<file path="src/rtl/wb_pipe_stage.sv">
// Writeback pipeline stage: one-entry capture register between MEM and the register file,
// with retirement counting and a forwarding entry. Define WB_LOAD_EXT_EN to enable load extraction.
module wb_pipe_stage #(
    parameter int DATA_W = 32,
    parameter int RA_W   = 5
) (
    input  logic              clk,
    input  logic              rst_n,
    input  logic              in_valid,
    output logic              in_ready,
    input  logic              hold,
    input  logic              flush,
    input  logic [DATA_W-1:0] alu_out,
    input  logic [DATA_W-1:0] mem_rdata,
    input  logic [DATA_W-1:0] link_addr,
    input  logic [1:0]        wb_sel,
    input  logic              reg_write,
    input  logic [RA_W-1:0]   rd_addr,
    input  logic [1:0]        ld_size,
    input  logic              ld_unsigned,
    input  logic [1:0]        byte_off,
    output logic [DATA_W-1:0] r3_din,
    output logic [RA_W-1:0]   r3_addr,
    output logic              o_RegWrite,
    output logic              fwd_valid,
    output logic [RA_W-1:0]   fwd_addr,
    output logic [DATA_W-1:0] fwd_data,
    output logic [31:0]       retire_cnt
);

`ifdef WB_LOAD_EXT_EN
    // Picks the addressed lane of the low word and sign/zero extends it to the datapath width.
    function automatic logic [DATA_W-1:0] load_extract(
        input logic [31:0] word,
        input logic [1:0]  size,
        input logic        uns,
        input logic [1:0]  off
    );
        logic [7:0]        lane_b;
        logic [15:0]       lane_h;
        logic [DATA_W-1:0] res;
        case (off)
            2'd0:    lane_b = word[7:0];
            2'd1:    lane_b = word[15:8];
            2'd2:    lane_b = word[23:16];
            2'd3:    lane_b = word[31:24];
            default: lane_b = word[7:0];
        endcase
        lane_h = off[1] ? word[31:16] : word[15:0];
        case (size)
            2'b00:   res = uns ? DATA_W'(lane_b) : DATA_W'($signed(lane_b));
            2'b01:   res = uns ? DATA_W'(lane_h) : DATA_W'($signed(lane_h));
            default: res = uns ? DATA_W'(word)   : DATA_W'($signed(word));
        endcase
        return res;
    endfunction
`endif

    logic              valid_r;
    logic              reg_write_r;
    logic [DATA_W-1:0] r3_din_r;
    logic [RA_W-1:0]   r3_addr_r;
    logic              fwd_valid_r;
    logic [RA_W-1:0]   fwd_addr_r;
    logic [DATA_W-1:0] fwd_data_r;
    logic [31:0]       retire_cnt_r;

    logic [DATA_W-1:0] mem_data_s;
    logic [DATA_W-1:0] sel_data_s;
    logic              accept_s;
    logic              retire_s;
    logic              wr_en_s;
    logic              unused_s;

    // Load inputs only matter with extraction enabled; the upper memory bits never feed a load lane.
    assign unused_s = ^{mem_rdata, ld_size, ld_unsigned, byte_off};

    // Memory-source data: lane extraction when enabled, otherwise the raw read data.
    always_comb begin
        mem_data_s = mem_rdata;
`ifdef WB_LOAD_EXT_EN
        mem_data_s = load_extract(mem_rdata[31:0], ld_size, ld_unsigned, byte_off);
`endif
    end

    // Writeback source mux; the spare encoding falls back to the ALU result.
    always_comb begin
        sel_data_s = alu_out;
        case (wb_sel)
            2'b01:   sel_data_s = mem_data_s;
            2'b10:   sel_data_s = link_addr;
            default: sel_data_s = alu_out;
        endcase
    end

    // Handshake, retirement and write-enable qualification.
    always_comb begin
        accept_s = in_valid && !hold && !flush;
        retire_s = valid_r && !hold;
        if (valid_r && reg_write_r && !hold && (r3_addr_r != {RA_W{1'b0}})) begin
            wr_en_s = 1'b1;
        end else begin
            wr_en_s = 1'b0;
        end
    end

    // Capture register: flush beats hold, hold freezes, otherwise accept or drain.
    always_ff @(posedge clk or negedge rst_n) begin
        if (!rst_n) begin
            valid_r     <= 1'b0;
            reg_write_r <= 1'b0;
            r3_din_r    <= {DATA_W{1'b0}};
            r3_addr_r   <= {RA_W{1'b0}};
        end else if (flush) begin
            valid_r <= 1'b0;
        end else if (!hold) begin
            valid_r <= accept_s;
            if (accept_s) begin
                reg_write_r <= reg_write;
                r3_din_r    <= sel_data_s;
                r3_addr_r   <= rd_addr;
            end
        end
    end

    // Retirement counter and forwarding entry; only real register writes refresh forwarding.
    always_ff @(posedge clk or negedge rst_n) begin
        if (!rst_n) begin
            retire_cnt_r <= 32'd0;
            fwd_valid_r  <= 1'b0;
            fwd_addr_r   <= {RA_W{1'b0}};
            fwd_data_r   <= {DATA_W{1'b0}};
        end else begin
            if (retire_s) begin
                retire_cnt_r <= retire_cnt_r + 32'd1;
            end
            if (wr_en_s) begin
                fwd_valid_r <= 1'b1;
                fwd_addr_r  <= r3_addr_r;
                fwd_data_r  <= r3_din_r;
            end
        end
    end

    assign in_ready   = !hold;
    assign o_RegWrite = wr_en_s;
    assign r3_din     = r3_din_r;
    assign r3_addr    = r3_addr_r;
    assign fwd_valid  = fwd_valid_r;
    assign fwd_addr   = fwd_addr_r;
    assign fwd_data   = fwd_data_r;
    assign retire_cnt = retire_cnt_r;

endmodule

</file>
<file path="config.mk">
export PLATFORM = sky130hd
export DESIGN_NAME = wb_pipe_stage
export DESIGN_NICKNAME = d
export VERILOG_FILES = /design/src/rtl/wb_pipe_stage.sv
export SDC_FILE = /design/constraint.sdc
export NUM_CORES = 1
export LEC_CHECK = 0
export ABC_AREA = 1
export CORE_UTILIZATION = 46
export DETAILED_ROUTE_END_ITERATION = 7
export MAX_ROUTING_LAYER = met4
export PLACE_DENSITY = 0.86
export SYNTH_ARGS = -nofsm -noshare
export SYNTH_HDL_FRONTEND = slang
export SYNTH_SLANG_ARGS = --single-unit
</file>
<file path="constraint.sdc">
create_clock -name clk -period 2.4 [get_ports clk]
set_clock_uncertainty 0.2 [all_clocks]
set_input_delay 0.6 -clock clk [delete_from_list [all_inputs] [get_ports clk]]
set_output_delay 0.6 -clock clk [all_outputs]
set_load 0.01 [all_outputs]
</file>
==> run metrics <==
fill count=802; Die Y=109 µm; Worst Setup End Kind=output pin; crit-path cells=clkdlybuf4s50_1 -> buf_4 -> inv_2 -> dlygate4sd2_1; top_reg_cell synth=dfrtp_1; fraction of registers with async set/reset=100%; pwr/cell area=791 nW/µm²; postcts setup bufs=0; Sw Share=29.9%; fmax=0.433 GHz; Clock transition at path regs=0.07 ns; count leader, synth=nand2_1; dpl hpwl=11.9 mm; Most Crowded Layer GR=met2; Register Area=2730 µm²; synth top area cells=dfrtp_1 51%, nand2_1 13%, a21oi_1 5.4%; Final Util=73.2%; combinational fraction of design power=32.2%; FF+latch count, synth=109; post-route ant nets=0; leak pwr=0.00372 µW; post-synth net total=737; site row count=38; Critical Path Slowest Stage Cell=clkdlybuf4s50_1; worst slew pin tran=0.498 ns; minimum clock period=2.31 ns; worst hold path depth=2; period utilisation layout=96.2%; Final Hold Fails=0; GR Util met1=32.1%; routability cong.=0.939; CTS tree=done; multi-input logic area=2250 µm²; CP Max Fanout=2; first-pass GRT wire length=25.4 mm; EDFF count, synth=0; NumNets Final=957; Cells after Synth=620; ant diodes=0; final hold slack=0.285 ns; final setup violating endpoints=0; WL final=16.2 mm; Max transition margin=66.7%; RSZ-0062 raised after global routing=no; total global routing track utilization=28.8%; initial antenna violation count=0; Slew Viols, Final=0; P&R area growth vs syn=52.2%; Initial Util=48.1%; CP Data Required Time=1.60 ns; top cells by count, synth=188 x nand2_1, 109 x dfrtp_1, 57 x a21oi_1; Crit Path Class=primary input to output pin; share of the synthesized area in the top cell type=51.4%; I/O pin count=223; wire length per cell=16.4 µm; DIE AREA=12000 µm²; peak supply drop=0.440 mV; vias=5237; TNS Setup=0 ns; startpoint types=primary input; Inserted Clock Buffers=9; Internal=4480 µW; Via density=5.32; register area share after synthesis=51.4%; area of the mapped netlist=5310 µm²; number of global-route vias before repair=5383; port buffer count=217; largest net degree at the start of global routing=59; worst-case clock buffer depth=2; cell taking the most area after synthesis=dfrtp_1; slowest stage delay, CP=0.47 ns; Sw Pwr=1910 µW; met2 Use GR=50.4%; CTS H-Tree Depth=3; clk root buf=clkbuf_16; sequential power share=41.0%; CTS sink cnt=109; synthesized area per cell=8.56 µm²; DRT Pass-1 Iters=7; routing usage on met3=4.03%; CP Data Arrival Time=1.51 ns; clk_lat worst skew=0.35 ns; status=finished, final reports clean; layout cell share with drive strength beyond 1=8.17%; grt ovf=0; Die Width=109 µm; clock network power share=26.8%; # DRC=0; worst r2r path cells=5; hold crit path type=flop to flop; max-capacitance violation count=0; core footprint=11000 µm²; Initial DRC Count=312; Ys Warns=0; Netlist cell types=29
==> critical path, delay by kind of cell <==
kind | cells | cell delay, ns
buffers and inverters | 4 | 0.90
==> flip-flops by register name (all words and copies together), names as in the netlist <==
signal,flops
fwd_data,32
valid_r,1
fwd_addr,5
reg_write_r,1
fwd_valid,1
retire_cnt,32
r3_din,32
r3_addr,5
==> metrics by stage <==
stage	instance area (µm²)	power, µW	setup slack (ns)	std cells
after floorplan	5310	3310	0.504	620
after global placement	7730	4610	-0.273	968
after detailed placement	7730	4680	-0.267	968
after CTS	8080	6420	0.000887	985
after global routing	8080	6680	0.0599	985
final	8080	6390	0.0906	985
==> routing by layer <==
layer | part of all wire (%) | up-vias
li1 | - | 2447
met4 | 3.0 | 0
met1 | 38 | 2516
met2 | 53 | 234
met5 | 0 | -
met3 | 5.7 | 40
==> cell usage in the layout, fill, tap and decap left out, types with 2 or more instances in the layout <==
cell type	n
nand3_1	12
xnor2_1	8
a22o_1	32
ha_1	3
nand2_1	187
nor2_1	39
clkdlybuf4s50_1	214
nand3_4	2
nor2_4	7
bufinv_16	3
nor3_1	6
o21ai_0	18
nand2_2	8
nor2_2	6
a22oi_1	8
inv_2	6
clkbuf_1	2
buf_12	5
buf_4	14
a21oi_1	57
dfrtp_1	109
inv_1	51
nand3_2	2
xor2_1	13
nand4_1	13
clkbuf_16	9
==> kinds of logic (layout without fill, tap and decap cells) <==
kind of cell	after synthesis	after routing	synth area share, %
adders and majority gates	3	3	0.707
AOI/OAI and AO/OA	115	115	13.5
DFF	109	109	51.4
and+or+nand+nor	287	287	24.3
buffers and inverters	84	309	6.32
xor gates and xnor gates	22	22	3.77
==> layout make-up <==
type / count / area share [%]
flip-flops and latches: 109 / 33.8
repair buffers: 236 / 29.4
multi-input cells: 427 / 27.8
clock buffers: 12 / 3.05
inverters: 57 / 2.65
well taps: 140 / 2.17
clock inverters: 4 / 1.18
==> final timing paths <==
check,end,start,slack [ns]
worst max-delay path,in_ready,hold,0.09
min in group asynchronous,retire_cnt[13],rst_n,0.49
worst max register to register,fwd_addr[4],r3_addr[3],0.61
worst min register to register,reg_write_r,reg_write_r,0.29
max in group asynchronous,retire_cnt[25],rst_n,0.82
worst min-delay path,reg_write_r,reg_write_r,0.29
==> power groups by stage <==
| stage | logic (µW) | registers [µW] | clock network [µW] |
|---|---|---|---|
| 2_1_floorplan | 534 | 2770 | 0 |
| 3_3_place_gp | 2000 | 2610 | 0 |
| 3_5_place_dp | 2060 | 2630 | 0 |
| 4_1_cts | 2070 | 2610 | 1730 |
| 5_1_grt | 2210 | 2670 | 1800 |
| 6_report | 2060 | 2620 | 1710 |
==> repair_timing <==
item,CTS,global route
hold endpoints to repair,22,0
setup endpoints to repair,2,1
gates resized for setup,2,2
hold buffers,1,0
Note: power is estimated with default switching activity, not from simulation.
